$ cat src/rtl/hazard_ctrl_if.sv
// Signal bundle between the 5-stage MIPS datapath and hazard_ctrl.
// The datapath drives pipeline register fields (master); hazard_ctrl returns stall/flush/forward controls (slave).
interface hazard_ctrl_if;
   logic [4:0]  Rs_D, Rt_D, Rs_E, Rt_E;
   logic [4:0]  RegAddr3_E, RegAddr3_M, RegAddr3_W;
   logic        RegWriteEN_E, RegWriteEN_M, RegWriteEN_W;
   logic        Mem2RegSEL_E, PCSrc_M, MulDivStart_E, MulDivUse_D;
   logic        Stall_F, Stall_D, Flush_D, Flush_E, Flush_M;
   logic [1:0]  FwdA_E, FwdB_E;
   logic        MulDivGo, MulDivBusy;
   logic [31:0] StallCount, FlushCount;
   logic [1:0]  md_state;  // MULT/DIV sequencer state: 0 idle, 1 busy, 2 done

   modport master (
      output Rs_D, Rt_D, Rs_E, Rt_E, RegAddr3_E, RegAddr3_M, RegAddr3_W,
             RegWriteEN_E, RegWriteEN_M, RegWriteEN_W, Mem2RegSEL_E, PCSrc_M,
             MulDivStart_E, MulDivUse_D,
      input  Stall_F, Stall_D, Flush_D, Flush_E, Flush_M, FwdA_E, FwdB_E,
             MulDivGo, MulDivBusy, StallCount, FlushCount, md_state
   );

   modport slave (
      input  Rs_D, Rt_D, Rs_E, Rt_E, RegAddr3_E, RegAddr3_M, RegAddr3_W,
             RegWriteEN_E, RegWriteEN_M, RegWriteEN_W, Mem2RegSEL_E, PCSrc_M,
             MulDivStart_E, MulDivUse_D,
      output Stall_F, Stall_D, Flush_D, Flush_E, Flush_M, FwdA_E, FwdB_E,
             MulDivGo, MulDivBusy, StallCount, FlushCount, md_state
   );
endinterface

$ cat src/rtl/hazard_ctrl.sv
// Hazard controller: EX forwarding, load-use / MULT-DIV stalls, branch flushes, MULT/DIV sequencing.
// Optional performance counters are built when HAZARD_PERF_CNT_EN is defined.
module hazard_ctrl #(
   parameter int MD_LATENCY = 32,
   parameter int CNT_W      = 8
) (
   input logic         CLOCK,
   input logic         RESET,
   hazard_ctrl_if.slave hz
);

   typedef enum logic [1:0] {
      MD_IDLE = 2'd0,
      MD_BUSY = 2'd1,
      MD_DONE = 2'd2
   } md_state_t;

   md_state_t        state, state_n;
   logic [CNT_W-1:0] cnt, cnt_n;
   logic             md_go, md_busy, load_use, md_haz;

   // MEM result is newer than WB, so it wins; $0 is hard-wired and never forwarded.
   function automatic logic [1:0] fwd_sel(input logic [4:0] src,
                                          input logic       we_m, input logic [4:0] dst_m,
                                          input logic       we_w, input logic [4:0] dst_w);
      if (we_m && dst_m != 5'd0 && dst_m == src)      return 2'b10;
      else if (we_w && dst_w != 5'd0 && dst_w == src) return 2'b01;
      else                                            return 2'b00;
   endfunction

   assign hz.FwdA_E = fwd_sel(hz.Rs_E, hz.RegWriteEN_M, hz.RegAddr3_M, hz.RegWriteEN_W, hz.RegAddr3_W);
   assign hz.FwdB_E = fwd_sel(hz.Rt_E, hz.RegWriteEN_M, hz.RegAddr3_M, hz.RegWriteEN_W, hz.RegAddr3_W);

   assign load_use = hz.Mem2RegSEL_E && hz.RegWriteEN_E && (hz.RegAddr3_E != 5'd0) &&
                     ((hz.RegAddr3_E == hz.Rs_D) || (hz.RegAddr3_E == hz.Rt_D));
   assign md_haz   = hz.MulDivUse_D && (md_busy || md_go);

   // A taken branch must let the target PC load, so it overrides every stall.
   assign hz.Stall_F = (load_use || md_haz) && !hz.PCSrc_M;
   assign hz.Stall_D = (load_use || md_haz) && !hz.PCSrc_M;
   assign hz.Flush_E = hz.PCSrc_M || load_use || md_haz;
   assign hz.Flush_D = hz.PCSrc_M;
   assign hz.Flush_M = hz.PCSrc_M;

   // Go is a single-cycle pulse; Busy covers the MD_LATENCY cycles that follow it.
   assign md_busy       = (state != MD_IDLE);
   assign hz.MulDivGo   = md_go;
   assign hz.MulDivBusy = md_busy;
   assign hz.md_state   = state;

   always_ff @(posedge CLOCK or negedge RESET) begin
      if (!RESET) begin
         state <= MD_IDLE;
         cnt   <= '0;
      end else begin
         state <= state_n;
         cnt   <= cnt_n;
      end
   end

   always_comb begin
      state_n = state;
      cnt_n   = cnt;
      md_go   = 1'b0;
      case (state)
         MD_IDLE: begin
            // A start squashed by a taken branch never reaches the unit.
            if (RESET && hz.MulDivStart_E && !hz.PCSrc_M) begin
               md_go   = 1'b1;
               cnt_n   = CNT_W'(MD_LATENCY - 2);
               state_n = MD_BUSY;
            end
         end
         MD_BUSY: begin
            if (cnt == '0) state_n = MD_DONE;
            else           cnt_n   = cnt - CNT_W'(1);
         end
         MD_DONE: state_n = MD_IDLE;
         default: state_n = MD_IDLE;
      endcase
   end

`ifdef HAZARD_PERF_CNT_EN
   logic [31:0] stall_cnt, flush_cnt;

   always_ff @(posedge CLOCK or negedge RESET) begin
      if (!RESET) begin
         stall_cnt <= '0;
         flush_cnt <= '0;
      end else begin
         if (hz.Stall_D) stall_cnt <= stall_cnt + 32'd1;
         if (hz.Flush_D) flush_cnt <= flush_cnt + 32'd1;
      end
   end

   assign hz.StallCount = stall_cnt;
   assign hz.FlushCount = flush_cnt;
`else
   assign hz.StallCount = '0;
   assign hz.FlushCount = '0;
`endif

endmodule

$ cat src/flat_wrapper.sv
// flat-port wrapper written by rule: the top's interface ports become plain ports
module hazard_ctrl_flat 
#(
   parameter int MD_LATENCY = 32,
   parameter int CNT_W      = 8
)
  (CLOCK, RESET, hz_Rs_D, hz_Rt_D, hz_Rs_E, hz_Rt_E, hz_RegAddr3_E, hz_RegAddr3_M, hz_RegAddr3_W, hz_RegWriteEN_E, hz_RegWriteEN_M, hz_RegWriteEN_W, hz_Mem2RegSEL_E, hz_PCSrc_M, hz_MulDivStart_E, hz_MulDivUse_D, hz_Stall_F, hz_Stall_D, hz_Flush_D, hz_Flush_E, hz_Flush_M, hz_FwdA_E, hz_FwdB_E, hz_MulDivGo, hz_MulDivBusy, hz_StallCount, hz_FlushCount, hz_md_state);
  hazard_ctrl_if hz_i ();
  input logic CLOCK;
  input logic RESET;
  input wire logic [$bits(hz_i.Rs_D)-1:0] hz_Rs_D;
  input wire logic [$bits(hz_i.Rt_D)-1:0] hz_Rt_D;
  input wire logic [$bits(hz_i.Rs_E)-1:0] hz_Rs_E;
  input wire logic [$bits(hz_i.Rt_E)-1:0] hz_Rt_E;
  input wire logic [$bits(hz_i.RegAddr3_E)-1:0] hz_RegAddr3_E;
  input wire logic [$bits(hz_i.RegAddr3_M)-1:0] hz_RegAddr3_M;
  input wire logic [$bits(hz_i.RegAddr3_W)-1:0] hz_RegAddr3_W;
  input wire logic [$bits(hz_i.RegWriteEN_E)-1:0] hz_RegWriteEN_E;
  input wire logic [$bits(hz_i.RegWriteEN_M)-1:0] hz_RegWriteEN_M;
  input wire logic [$bits(hz_i.RegWriteEN_W)-1:0] hz_RegWriteEN_W;
  input wire logic [$bits(hz_i.Mem2RegSEL_E)-1:0] hz_Mem2RegSEL_E;
  input wire logic [$bits(hz_i.PCSrc_M)-1:0] hz_PCSrc_M;
  input wire logic [$bits(hz_i.MulDivStart_E)-1:0] hz_MulDivStart_E;
  input wire logic [$bits(hz_i.MulDivUse_D)-1:0] hz_MulDivUse_D;
  output wire logic [$bits(hz_i.Stall_F)-1:0] hz_Stall_F;
  output wire logic [$bits(hz_i.Stall_D)-1:0] hz_Stall_D;
  output wire logic [$bits(hz_i.Flush_D)-1:0] hz_Flush_D;
  output wire logic [$bits(hz_i.Flush_E)-1:0] hz_Flush_E;
  output wire logic [$bits(hz_i.Flush_M)-1:0] hz_Flush_M;
  output wire logic [$bits(hz_i.FwdA_E)-1:0] hz_FwdA_E;
  output wire logic [$bits(hz_i.FwdB_E)-1:0] hz_FwdB_E;
  output wire logic [$bits(hz_i.MulDivGo)-1:0] hz_MulDivGo;
  output wire logic [$bits(hz_i.MulDivBusy)-1:0] hz_MulDivBusy;
  output wire logic [$bits(hz_i.StallCount)-1:0] hz_StallCount;
  output wire logic [$bits(hz_i.FlushCount)-1:0] hz_FlushCount;
  output wire logic [$bits(hz_i.md_state)-1:0] hz_md_state;
  assign hz_i.Rs_D = hz_Rs_D;
  assign hz_i.Rt_D = hz_Rt_D;
  assign hz_i.Rs_E = hz_Rs_E;
  assign hz_i.Rt_E = hz_Rt_E;
  assign hz_i.RegAddr3_E = hz_RegAddr3_E;
  assign hz_i.RegAddr3_M = hz_RegAddr3_M;
  assign hz_i.RegAddr3_W = hz_RegAddr3_W;
  assign hz_i.RegWriteEN_E = hz_RegWriteEN_E;
  assign hz_i.RegWriteEN_M = hz_RegWriteEN_M;
  assign hz_i.RegWriteEN_W = hz_RegWriteEN_W;
  assign hz_i.Mem2RegSEL_E = hz_Mem2RegSEL_E;
  assign hz_i.PCSrc_M = hz_PCSrc_M;
  assign hz_i.MulDivStart_E = hz_MulDivStart_E;
  assign hz_i.MulDivUse_D = hz_MulDivUse_D;
  assign hz_Stall_F = hz_i.Stall_F;
  assign hz_Stall_D = hz_i.Stall_D;
  assign hz_Flush_D = hz_i.Flush_D;
  assign hz_Flush_E = hz_i.Flush_E;
  assign hz_Flush_M = hz_i.Flush_M;
  assign hz_FwdA_E = hz_i.FwdA_E;
  assign hz_FwdB_E = hz_i.FwdB_E;
  assign hz_MulDivGo = hz_i.MulDivGo;
  assign hz_MulDivBusy = hz_i.MulDivBusy;
  assign hz_StallCount = hz_i.StallCount;
  assign hz_FlushCount = hz_i.FlushCount;
  assign hz_md_state = hz_i.md_state;
  hazard_ctrl #(.MD_LATENCY(MD_LATENCY), .CNT_W(CNT_W)) u_core (.CLOCK(CLOCK), .RESET(RESET), .hz(hz_i));
endmodule
$ cat config.mk
export PLATFORM = sky130hd
export DESIGN_NAME = hazard_ctrl_flat
export DESIGN_NICKNAME = d
export VERILOG_FILES = /design/src/rtl/hazard_ctrl_if.sv /design/src/rtl/hazard_ctrl.sv /design/src/flat_wrapper.sv
export SDC_FILE = /design/constraint.sdc
export NUM_CORES = 1
export LEC_CHECK = 0
export CORE_ASPECT_RATIO = 1.2
export CORE_MARGIN = 8
export CORE_UTILIZATION = 30
export DETAILED_ROUTE_END_ITERATION = 10
export PLACE_DENSITY = 0.82
export SYNTH_ARGS = -nofsm -noshare
export SYNTH_HDL_FRONTEND = slang
export SYNTH_SLANG_ARGS = --single-unit
export TNS_END_PERCENT = 10
$ cat constraint.sdc
create_clock -name CLOCK -period 1.75 [get_ports CLOCK]
set_input_delay 0.4375 -clock CLOCK [delete_from_list [all_inputs] [get_ports CLOCK]]
set_output_delay 0.4375 -clock CLOCK [all_outputs]
set_load 0.05 [all_outputs]
Word-level counts from Yosys, hierarchy flattened --
Cells that the tools add are included.
Word-level totals: flip-flop bits (word level) 10, bits of input ports 44, output and inout port bits 77, logic and storage cells 53
Cells by class: add/sub/neg operators 1, eq/ne operators 10, multiplexer cells 12, reductions and logical operators 28
Operators with widths (number):
- equality test 5 bit | 6
- two-way mux 8 bit | 2
- case mux 8 bit (2 select lines) | 1
- nonzero test 5 bit | 3
- logical AND 1 bit | 13
- logical NOT 8 bit | 1
- two-way mux 2 bit | 4
- subtractor 8 x 1 -> 8 bit, second input constant | 1
- logical OR 1 bit | 5
- two-way mux 1 bit | 4
- inequality test 2 x 1 -> 1 bit, second input constant | 2
- case mux 2 bit (2 select lines) | 1
- nonzero test 2 bit | 2
- AND reduction 3 bit | 1
- equality test 2 x 1 -> 1 bit, second input constant | 1
- logical NOT 2 bit | 1
- inequality test 2 bit, second input constant | 1
- AND reduction 2 bit | 1
- logical NOT 1 bit | 1

Depth between registers and ports, before layout --
depth in word-level cells 8, depth in mapped cells 6, depth with buffers taken out 6

Least setup slack after synthesis --
OpenSTA, ideal clock, no wires.
path kind input-to-output, start in hz_RegAddr3_M[4], end out hz_FwdA_E[0], arrival time 2.802 ns, required time 1.312 ns, setup slack -1.490 ns, stages on the path 4, buffers on the path 0, cells stage by stage xnor2_1 nand3_1 nor4_1 nor4_2
Between the ends: longest elaborated chain between the ends 4, elaborated cells on any way between the ends 5, those cells by class eq/ne (1); mux (1); reduce/logical (3)
RTL lines:
- start: declaration | line flat_wrapper.sv:16 | input wire logic [$bits(hz_i.RegAddr3_M)-1:0] hz_RegAddr3_M;
- nonzero test 5 bit | line hazard_ctrl.sv:26 | if (we_m && dst_m != 5'd0 && dst_m == src) return 2'b10;
- logical AND 1 bit | line hazard_ctrl.sv:26
- logical AND 1 bit (*) | line hazard_ctrl.sv:26
- two-way mux 2 bit (*) | line hazard_ctrl.sv:26
- end: declaration | line flat_wrapper.sv:30 | output wire logic [$bits(hz_i.FwdA_E)-1:0] hz_FwdA_E;
Every way passes the cells marked *; elsewhere a longest branch is shown, timed or not.

Worst setup path in the final report --
start in hz_RegAddr3_W[3], end out hz_FwdB_E[0]
Between the ends: longest elaborated chain between the ends 5, elaborated cells on any way between the ends 6, those cells by class eq/ne (1); mux (2); reduce/logical (3)
RTL lines:
- start: declaration | line flat_wrapper.sv:17 | input wire logic [$bits(hz_i.RegAddr3_W)-1:0] hz_RegAddr3_W;
- nonzero test 5 bit | line hazard_ctrl.sv:27 | else if (we_w && dst_w != 5'd0 && dst_w == src) return 2'b01;
- logical AND 1 bit | line hazard_ctrl.sv:27
- logical AND 1 bit (*) | line hazard_ctrl.sv:27
- two-way mux 1 bit (*) | line hazard_ctrl.sv:27
- two-way mux 2 bit (*) | line hazard_ctrl.sv:26
- end: declaration | line flat_wrapper.sv:31 | output wire logic [$bits(hz_i.FwdB_E)-1:0] hz_FwdB_E;
Marked as above.

==> key figures <==
Status
  – Outcome: finished with violations
  – Failing checks: setup timing

Clocking
  – Clock transition at the registers of the reported paths: 50 ps
  – Clock sink count: 10
  – H-tree depth: 1
  – Worst-Skew Late Latency: 240 ps
  – Root Driver: clkbuf_8
  – CTS buffer count: 3
  – CTS tree: done
  – Clock buffer depth: 2

Timing
  – Final WS setup: -531 ps
  – Worst Skew: between 2 and 2.5 ps
  – Worst slew pin tran: 506 ps
  – Worst rel slew slack: 65.8%
  – Final worst path period need: 2280 ps
  – Final Max Slew Viols: 0
  – Fmax: 0.438 GHz
  – RSZ-0062 raised after global routing: yes
  – Fin crit share: 130%
  – Final hold vios: 0
  – Final setup fails: 8

Global route
  – Initial antenna violation count: 0
  – First-pass GRT wire length: around 7200 microns
  – Overall routing resource usage: 11.8%
  – Total gr overflow: 0
  – Largest net degree at the start of global routing: 11
  – Vias in the first global route: 1603

Critical path
  – Worst Path Arrival: 1840 ps
  – Worst setup SP type: primary input
  – Critical Path Max Stage Delay: 500 ps
  – Critical Path Fanout Max: 2
  – CP cell instances: buf_6, buf_6, xor2_2, or4_4, nor4_4, buf_12
  – Worst EP required: 1310 ps
  – Worst path slowest cell: or4_4
  – Critical Path Most Common Cell: buf_6
  – Largest delay contributor family on the critical path: simple AND/OR/NAND/NOR gates
  – Kind of critical path: primary input to primary output
  – Buf/Inv on CP: 3
  – CP Capture Type: primary output

Finish
  – Number of fill cells in the layout: 449
  – Layout cells sized above 1: between 30% and 40%
  – Area growth, synth to finish: 62.9%
  – Fin nets: 321
  – Sequential cell area: 250 sq um
  – Finished Layout Cells: about 330
  – Number of diodes: 0
  – Post-layout util: 49.9%
  – Design area: 0.00243 sq mm
  – Area of the multi-input gates: ~0.0011 sq mm

Drt
  – Final ANT Viol Nets: 0
  – Average routed wire per standard cell: 14.1 microns
  – Drt pass-1 iters: 4
  – DRC viols: 0
  – Via count: between 1000 and 1500
  – Violation count after the first detailed-route iteration: 23
  – Number of vias per cell: 4.27
  – Post-Route WL: 4710 microns

Synthesis
  – Syn Inst Count: 181
  – Synth Area per Inst: 8.25 sq um
  – Post-Syn Area: 0.00149 sq mm
  – Asr flop ratio synth: 100%
  – Yosys Warn Count: 0
  – Main flop type after synthesis: dfrtp_1
  – Flops & latches, synth: 10
  – Library cells used by synthesis: 33
  – Post-synthesis sequential area ratio: 16.8%
  – EDFF count, synth: 0

Placed design
  – Post-DP Area: around 0.0023 sq mm
  – Pre-CTS setup slack: -969 ps
  – Total placed cells including tap cells: between 300 and 400
  – PortBufs: 56
  – HPWL Detailed: a little under 4000 microns
  – Final Wtd Congestion: around 0.89

Power and ir drop
  – Sequential Power Share: 20.0%
  – Switching share of total power: 47.6%
  – Clock power share: 25.3%
  – Combinational share of power: between 50% and 60%
  – Worst vdd ir: about 0.38 mV
  – Int Power: 0.000625 W
  – Pwr dens: between 400 and 500 mW/mm^2
  – Total power: 0.00119 W
  – Psw: about 0.00057 W
  – Leakage power: about 1.2 nW

Die
  – DIE WIDTH: 80.4 microns
  – Core footprint: 0.00487 sq mm
  – Ports: 121
  – Initial Util: 30.7%
  – Die ar.: 0.00750 sq mm
  – # rows: 28
  – Chip height: about 93 microns

Flow run
  – # Max-Cap Violations: 0

Worst hold path
  – HP Class: primary input to async pin
Yosys cell counts (all sizes together) (2+ instances only):
cell type  count  area, sq um
a22oi          2         15.0
nor4           4         37.5
o211ai         2         15.0
nor3           5         25.0
nand4          2         12.5
xnor2          6         52.6
mux2i          2         20.0
buf           67          503
o21ai          5         28.8
nor2           9         33.8
or4            5         37.5
or3            2         12.5
nand2          6         22.5
dfrtp         10          250
nor4b          2         17.5
xor2          28          245
nand3b         2         15.0
a21oi          3         15.0
nand3          3         15.0
ha             2         25.0
inv            5         18.8
state kept, by name (all words and copies together), names as in the netlist:
name,count
u_core.cnt,8
u_core.hz.md_state,2
final timing paths:
path / startpoint / to / slack (ps) / cells past startpoint
min reg2reg: u_core.cnt[3] / u_core.cnt[3] / 560 / 2
max reg2reg: u_core.cnt[1] / u_core.cnt[3] / 40 / 6
min: RESET / u_core.cnt[6] / 550 / 2
max: hz_RegAddr3_W[3] / hz_FwdB_E[0] / -530 / 6
min in group CLOCK: u_core.cnt[3] / u_core.cnt[3] / 560 / 2
max in group asynchronous: RESET / u_core.hz.md_state[1] / 1060 / 2
cell type report:
class,instances,area share (%)
multi-input combinational,162,46.6
timing repair buffer,93,36.9
sequential,10,10.3
tap,60,3.09
clock buffer,4,2.26
inverter,5,0.875
stage by stage:
step / setup TNS, ps / hold WS, ps
2_1_floorplan: -2460 / 142
3_3_place_gp: -6210 / 522
3_5_place_dp: -6320 / 537
4_1_cts: -3770 / 563
5_1_grt: -4130 / 585
6_report: -3510 / 549
what timing repair did:
action	in CTS	in global routing
pin swaps	14	11
hold endpoints to repair	0	0
hold buffers	0	0
setup endpoints to repair	8	14
gates resized for setup	58	37
setup buffers	3	2
power groups by stage:
| stage | clock network, W | logic, W | registers, W |
|---|---|---|---|
| final | 0.000302 | 0.000652 | 0.000239 |
| after floorplan | 0 | 0.000533 | 0.000241 |
| after detailed placement | 0 | 0.000622 | 0.000242 |
| after CTS | 0.000300 | 0.000635 | 0.000238 |
| after global routing | 0.000310 | 0.000684 | 0.000239 |
| after global placement | 0 | 0.000617 | 0.000241 |
layer usage:
metal | vias up | wire (microns) | share of wire (%) | GRT usage, %
met3 | 5 | 403 | 8.6 | 2.30
met5 | - | 0 | 0 | 0
met1 | 666 | 1700 | 36 | 12.2
met4 | 0 | 33 | 0.70 | 3.65
met2 | 90 | 2570 | 55 | 22.8
li1 | 664 | - | - | -
cell usage in the layout, fill, tap and decap left out, types with 3 or more instances in the layout:
master	count
a21oi_1	3
inv_1	4
xor2_2	3
nor4_4	4
clkbuf_2	9
clkbuf_8	4
dlygate4sd2_1	9
or4_4	5
clkdlybuf4s50_1	17
buf_12	9
nand2_1	6
xor2_1	25
nor3_1	4
buf_6	11
conb_1	64
nor2_1	8
xnor2_1	3
buf_4	32
dfrtp_1	10
logic make-up (layout without fill, tap and decap cells):
| group | after synthesis | in the layout | synth area share, % |
|---|---|---|---|
| other | 1 | 64 | 0.251 |
| AND/OR/NAND/NOR | 43 | 43 | 17.1 |
| flip-flops | 10 | 10 | 16.8 |
| AO/OA/AOI/OAI | 17 | 17 | 7.96 |
| multiplexers | 2 | 2 | 1.34 |
| XOR/XNOR | 34 | 34 | 20.0 |
| adder cells (fa/ha/maj) | 2 | 2 | 1.68 |
| buffers and inverters | 72 | 102 | 35.0 |
Power figures use the tool's default switching activity.
